==> src/rtl/ssg_scan_ctrl.sv <==
// Seven-segment scan controller: double-buffered N-digit hex value,
// time-multiplexed onto an active-low digit select with dead time.
module ssg_scan_ctrl #(
  parameter int NDIGITS  = 8,
  parameter int ON_CYC   = 1000,
  parameter int DEAD_CYC = 16
) (
  input  logic                 clk,
  input  logic                 rst_n,
  input  logic                 en,
  input  logic                 lz_blank,
  input  logic                 load_valid,
  output logic                 load_ready,
  input  logic [4*NDIGITS-1:0] load_data,
  output logic [7:0]           digit_code,
  output logic [NDIGITS-1:0]   digit_sel,
  output logic                 frame_done
);

  localparam int MAXC = (ON_CYC > DEAD_CYC) ? ON_CYC : DEAD_CYC;
  localparam int CW   = $clog2(MAXC + 1);
  localparam int IW   = $clog2(NDIGITS);
  localparam bit HAS_DEAD = (DEAD_CYC > 0);

  localparam logic [CW-1:0] ON_LAST   = CW'(ON_CYC - 1);
  localparam logic [CW-1:0] DEAD_LAST =
    CW'(HAS_DEAD ? DEAD_CYC - 1 : 0);
  localparam logic [IW-1:0] IDX_LAST  = IW'(NDIGITS - 1);

  typedef enum logic [1:0] {
    IDLE,
    DEAD,
    ON
  } state_e;

  localparam state_e START = HAS_DEAD ? DEAD : ON;

  state_e               state_q, state_d;
  logic [IW-1:0]        idx_q, idx_d;
  logic [CW-1:0]        cnt_q, cnt_d;
  logic [4*NDIGITS-1:0] shadow_q, shadow_d;
  logic [4*NDIGITS-1:0] active_q, active_d;
  logic                 pending_q, pending_d;
  logic                 rdy_q;
  logic                 fd_q, fd_d;
  logic [NDIGITS-1:0]   sel_q, sel_d;
  logic [3:0]           code_q, code_d;
  logic                 bnd_d;
  logic                 xfer;
  logic                 on_end;
  logic                 wrap;

  assign xfer   = load_valid & rdy_q;
  assign on_end = (state_q == ON) && (cnt_q == ON_LAST);
  assign wrap   = on_end && (idx_q == IDX_LAST);

  // Digit i>0 is a leading zero when nibbles i..N-1 are all zero.
  function automatic logic blank_f(
    input logic [4*NDIGITS-1:0] v,
    input logic [IW-1:0]        i
  );
    logic nz;
    nz = 1'b0;
    for (int j = 1; j < NDIGITS; j++) begin
      if (j >= int'(i) && v[4*j +: 4] != 4'h0) nz = 1'b1;
    end
    return (i != '0) && !nz;
  endfunction

  // Scan sequencing: IDLE -> DEAD -> ON per digit, frame boundary on wrap.
  always_comb begin
    state_d = state_q;
    idx_d   = idx_q;
    cnt_d   = cnt_q;
    bnd_d   = 1'b0;
    fd_d    = 1'b0;
    if (!en) begin
      state_d = IDLE;
      idx_d   = '0;
      cnt_d   = '0;
    end else begin
      unique case (state_q)
        IDLE: begin
          state_d = START;
          idx_d   = '0;
          cnt_d   = '0;
          bnd_d   = 1'b1;
        end
        DEAD: begin
          if (cnt_q == DEAD_LAST) begin
            state_d = ON;
            cnt_d   = '0;
          end else begin
            cnt_d = cnt_q + 1'b1;
          end
        end
        ON: begin
          if (on_end) begin
            state_d = START;
            cnt_d   = '0;
            idx_d   = wrap ? '0 : idx_q + 1'b1;
            bnd_d   = wrap;
            fd_d    = wrap;
          end else begin
            cnt_d = cnt_q + 1'b1;
          end
        end
        default: begin
          state_d = IDLE;
          idx_d   = '0;
          cnt_d   = '0;
        end
      endcase
    end
  end

  // Double buffer: swap only at a boundary, otherwise accept a load.
  always_comb begin
    shadow_d  = shadow_q;
    active_d  = active_q;
    pending_d = pending_q;
    if (bnd_d && pending_q) begin
      active_d  = shadow_q;
      pending_d = 1'b0;
    end else if (xfer) begin
      shadow_d  = load_data;
      pending_d = 1'b1;
    end
  end

  // Next-cycle digit select and code, so outputs leave flops directly.
  always_comb begin
    sel_d  = '1;
    code_d = 4'h0;
    if (state_d == ON) begin
      code_d = active_d[4*idx_d +: 4];
      if (!(lz_blank && blank_f(active_d, idx_d))) begin
        sel_d[idx_d] = 1'b0;
      end
    end
  end

  // State and output registers, async active-low reset.
  always_ff @(posedge clk or negedge rst_n) begin
    if (!rst_n) begin
      state_q   <= IDLE;
      idx_q     <= '0;
      cnt_q     <= '0;
      shadow_q  <= '0;
      active_q  <= '0;
      pending_q <= 1'b0;
      rdy_q     <= 1'b1;
      fd_q      <= 1'b0;
      sel_q     <= '1;
      code_q    <= 4'h0;
    end else begin
      state_q   <= state_d;
      idx_q     <= idx_d;
      cnt_q     <= cnt_d;
      shadow_q  <= shadow_d;
      active_q  <= active_d;
      pending_q <= pending_d;
      rdy_q     <= ~pending_d;
      fd_q      <= fd_d;
      sel_q     <= sel_d;
      code_q    <= code_d;
    end
  end

  assign load_ready = rdy_q;
  assign frame_done = fd_q;
  assign digit_sel  = sel_q;
  assign digit_code = {4'h0, code_q};

endmodule

==> config.mk <==
export PLATFORM = sky130hd
export DESIGN_NAME = ssg_scan_ctrl
export DESIGN_NICKNAME = d
export VERILOG_FILES = /design/src/rtl/ssg_scan_ctrl.sv
export SDC_FILE = /design/constraint.sdc
export NUM_CORES = 1
export LEC_CHECK = 0
export ABC_AREA = 1
export BUFFER_PORTS_ARGS = -buffer_cell sky130_fd_sc_hd__buf_2
export CORE_MARGIN = 5
export CORE_UTILIZATION = 51
export DETAILED_ROUTE_END_ITERATION = 8
export HOLD_SLACK_MARGIN = 0.05
export PLACE_DENSITY = 0.74
export SETUP_SLACK_MARGIN = 0.2
export SKIP_CTS_REPAIR_TIMING = 1
export SYNTH_ARGS = -nofsm -noshare
export SYNTH_HDL_FRONTEND = slang
export SYNTH_SLANG_ARGS = --single-unit
export TNS_END_PERCENT = 5
==> constraint.sdc <==
create_clock -name clk -period 2.3 [get_ports clk]
set_clock_uncertainty 0.2 [all_clocks]
set_input_delay 0.69 -clock clk [delete_from_list [all_inputs] [get_ports clk]]
set_output_delay 0.69 -clock clk [all_outputs]
set_load 0.05 [all_outputs]
==> impl_metrics.tcl <==
set metrics [dict create \
    hold_viol_final 0 \
    ys_top_cells_by_area "dfrtp_1 (49%), nand2_1 (11%), mux2_2 (7.5%)" \
    wire_per_inst_um 15.0 \
    synth_warnings 0 \
    hold_depth 2 \
    worstSkewPairLatency_ns 0.36 \
    wirelength_um 10500 \
    ioPinCount 55 \
    dpl.cell_count 679 \
    h-tree-depth 3 \
    cts.sinks 94 \
    drtIter0Drc 219 \
    status "complete, but fails checks" \
    place.port_buffers 50 \
    fin_ws_ns -0.107 \
    syn_area_um2 4340 \
    violations "setup timing" \
    fill_cells 631 \
    finalSetupViolCount 11 \
    fmaxAchievable_mhz 415 \
    slowest_delay_ns 0.40 \
    ant_nets 0 \
    syn_avg_cell_area_um2 9.12 \
    place_hpwl_um 7630 \
    drv_slew 0 \
    gp_congestion 0.853 \
    antenna_found_initial 0 \
    synth_cell_types 32 \
    start_util 0.526 \
    min-delay-start "active_q[2]$_DFF_PN0_" \
    min_period_over_period 1.05 \
    viasPerCell 5.11 \
    power.leakage_nw 2.99 \
    grt.total_usage 0.208 \
    reg2reg_from "cnt_q[0]$_DFF_PN0_" \
    grt_pass1_vias 3567 \
    rr_endpoint "digit_sel[3]$_DFF_PN1_" \
    die_h_um 102 \
    vias 3575 \
    grt_overflow 0 \
    fp-row-count 33 \
    power.density_nw_per_um2 1010 \
    fin_nets 634 \
    peakVddDrop_v 0.000584 \
    end_kind "register" \
    cts-root-buf "clkbuf_8" \
    drcViolationCount 0 \
    path_cells "ha_2 -> nand2_2 -> inv_1 -> nand3_1 -> nand2_1 -> nand2_2 -> nand2_1 -> nand2_2 -> nand2_4 -> inv_2 -> buf_4 -> nand3_1 -> nand2_1 -> nand2_1 -> nor2_4 -> nand2_4 -> nand2_1" \
    grt_max_degree 37 \
    cts_tree "built" \
    maxCapViolCount 0 \
    clk_pin_slew_ns 0.09 \
    final_util 0.685 \
    crit_slowest_cell "dfrtp_1" \
    cts_buffers 9 \
    worstRegToRegCells 17 \
    min-delay-path-class "reg2reg" \
    synth_top_area_cell "dfrtp_1" \
    crit_required_ns 2.41 \
    clockBufferDepth 2 \
    synthesis.instances 476 \
    cp.arrival_ns 2.51 \
    startpoint "cnt_q[0]$_DFF_PN0_" \
    synth-seq-cells 94 \
    min_to "active_q[2]$_DFF_PN0_" \
    grt_pass1_wl_um 16800 \
    crit_top_cell "nand2_1" \
    netlist.area_leader.share 0.490 \
    syn2layout_area_growth_pct 30.4 \
    coreArea_um2 8260 \
    critical_path_class "reg2reg" \
    die_area_um2 10500 \
    fp.dieW_um 102 \
    cp_max_fo 7 \
    final_cells 700 \
    n_antenna_cell 0 \
    drt_pass1_iterations 7 \
    yosysSeqAreaShare 0.545 \
    fin_crit_ns 2.41 \
    multi_input_area_um2 1940 \
    seq_area_um2 2360 \
    drive_gt1_frac 0.356 \
    rsz0062_at_grt "true" \
    start_kind "register" \
    regToRegSetupSlack_ns -0.11 \
]
[cell usage after synthesis, drive strengths merged]
| cell type | number |
|---|---|
| nand2 | 141 |
| dfrtp | 85 |
| nor2 | 64 |
| nand3 | 45 |
| inv | 40 |
| mux2 | 29 |
| buf | 12 |
| nand4 | 10 |
| dfstp | 9 |
| a21oi | 8 |
| ha | 7 |
| o21ai | 7 |
| nor3 | 6 |
| xor2 | 3 |
| o211ai | 2 |
| xnor2 | 2 |
| a211oi | 1 |
| a31oi | 1 |
| clkbuf | 1 |
| clkinv | 1 |
| conb | 1 |
| nand3b | 1 |
[final cells by class]
| cell class | instances | share of cell area |
|---|---|---|
| Sequential cell | 94 | 0.418 |
| Tap cell | 105 | 0.0232 |
| Timing Repair Buffer | 113 | 0.149 |
| Clock inverter | 6 | 0.0168 |
| Multi-Input combinational cell | 331 | 0.343 |
| Clock buffer | 10 | 0.0225 |
| Inverter | 41 | 0.0281 |
[placed cells by master, fill, tap and decap left out, types with 3 or more instances in the layout]
cell and count:
nand2_1 120, dfrtp_1 85, nor2_1 55, buf_4 53, buf_2 48, nand3_1 44
inv_1 32, mux2_4 24, nand2_2 17, nand4_1 9, clkbuf_8 9, dfstp_2 9
inv_2 7, buf_12 7, nor2_2 6, nor3_1 6, a21oi_1 6, o21ai_1 5
mux2_2 5, conb_1 4, nor2_4 3, nand2_4 3, xor2_1 3, ha_2 3
ha_1 3
[critical path: cells and delay by family (launching register included)]
kind                       cells  cell delay [ns]
adders and majority gates      1             0.21
DFF                            1             0.40
buffers and inverters          3             0.26
and+or+nand+nor               13             1.26
[power by group]
group	leakage (nW)	switching [mW]	internal, mW	total (mW)
logic	1.74	0.955	1.01	1.96
registers	1.15	0.291	2.22	2.51
clock network	0.105	0.600	0.622	1.22
[flip-flops by register name, indices dropped and copies added, names as in the netlist]
name	count
active_q	32
cnt_q	10
code_q	4
digit_sel	8
frame_done	1
idx_q	3
load_ready	1
pending_q	1
shadow_q	32
state_q	2
[metrics by stage]
step           area (µm²)  setup slack, ns  TNS (ns)  hold WS (ns)  total power [mW]
2_1_floorplan        4490           0.0980         0         0.194              3.71
3_3_place_gp         5270          -0.0846    -0.665         0.257              4.36
3_5_place_dp         5270           -0.181     -1.43         0.262              4.43
4_1_cts              5490           -0.213     -1.78       -0.0374              5.64
5_1_grt              5660           -0.249     -3.18         0.308              6.02
6_report             5660           -0.107    -0.898         0.284              5.69
[cells by family (layout without fill, tap and decap cells)]
group | after synthesis | after routing | synth area share
other | 1 | 4 | 0.000864
DFF | 94 | 94 | 0.545
buffers and inverters | 54 | 170 | 0.0577
xor gates and xnor gates | 5 | 5 | 0.0101
and+or+nand+nor | 267 | 267 | 0.266
AOI/OAI and AO/OA | 19 | 19 | 0.0251
adders and majority gates | 7 | 7 | 0.0202
muxes | 29 | 29 | 0.0752
[how the worst max path moves through the flow]
| stage | endpoint | slack [ns] | cells past startpoint |
|---|---|---|---|
| 2_1_floorplan | shadow_q[0]$_DFFE_PN0P_ | 0.1 | 11 |
| 3_5_place_dp | digit_sel[5]$_DFF_PN1_ | -0.18 | 17 |
| 6_report | digit_sel[3]$_DFF_PN1_ | -0.11 | 17 |
| 4_1_cts | digit_sel[1]$_DFF_PN1_ | -0.21 | 17 |
| 5_1_grt | digit_sel[2]$_DFF_PN1_ | -0.25 | 17 |
| 3_3_place_gp | digit_sel[2]$_DFF_PN1_ | -0.08 | 17 |
[routing by layer]
metal  GRT usage  share of wire
met5           0              0
met3      0.0362          0.049
met4      0.0747          0.020
met1       0.284           0.44
met2       0.336           0.49
No activity file was read; power rests on OpenSTA's default activity.
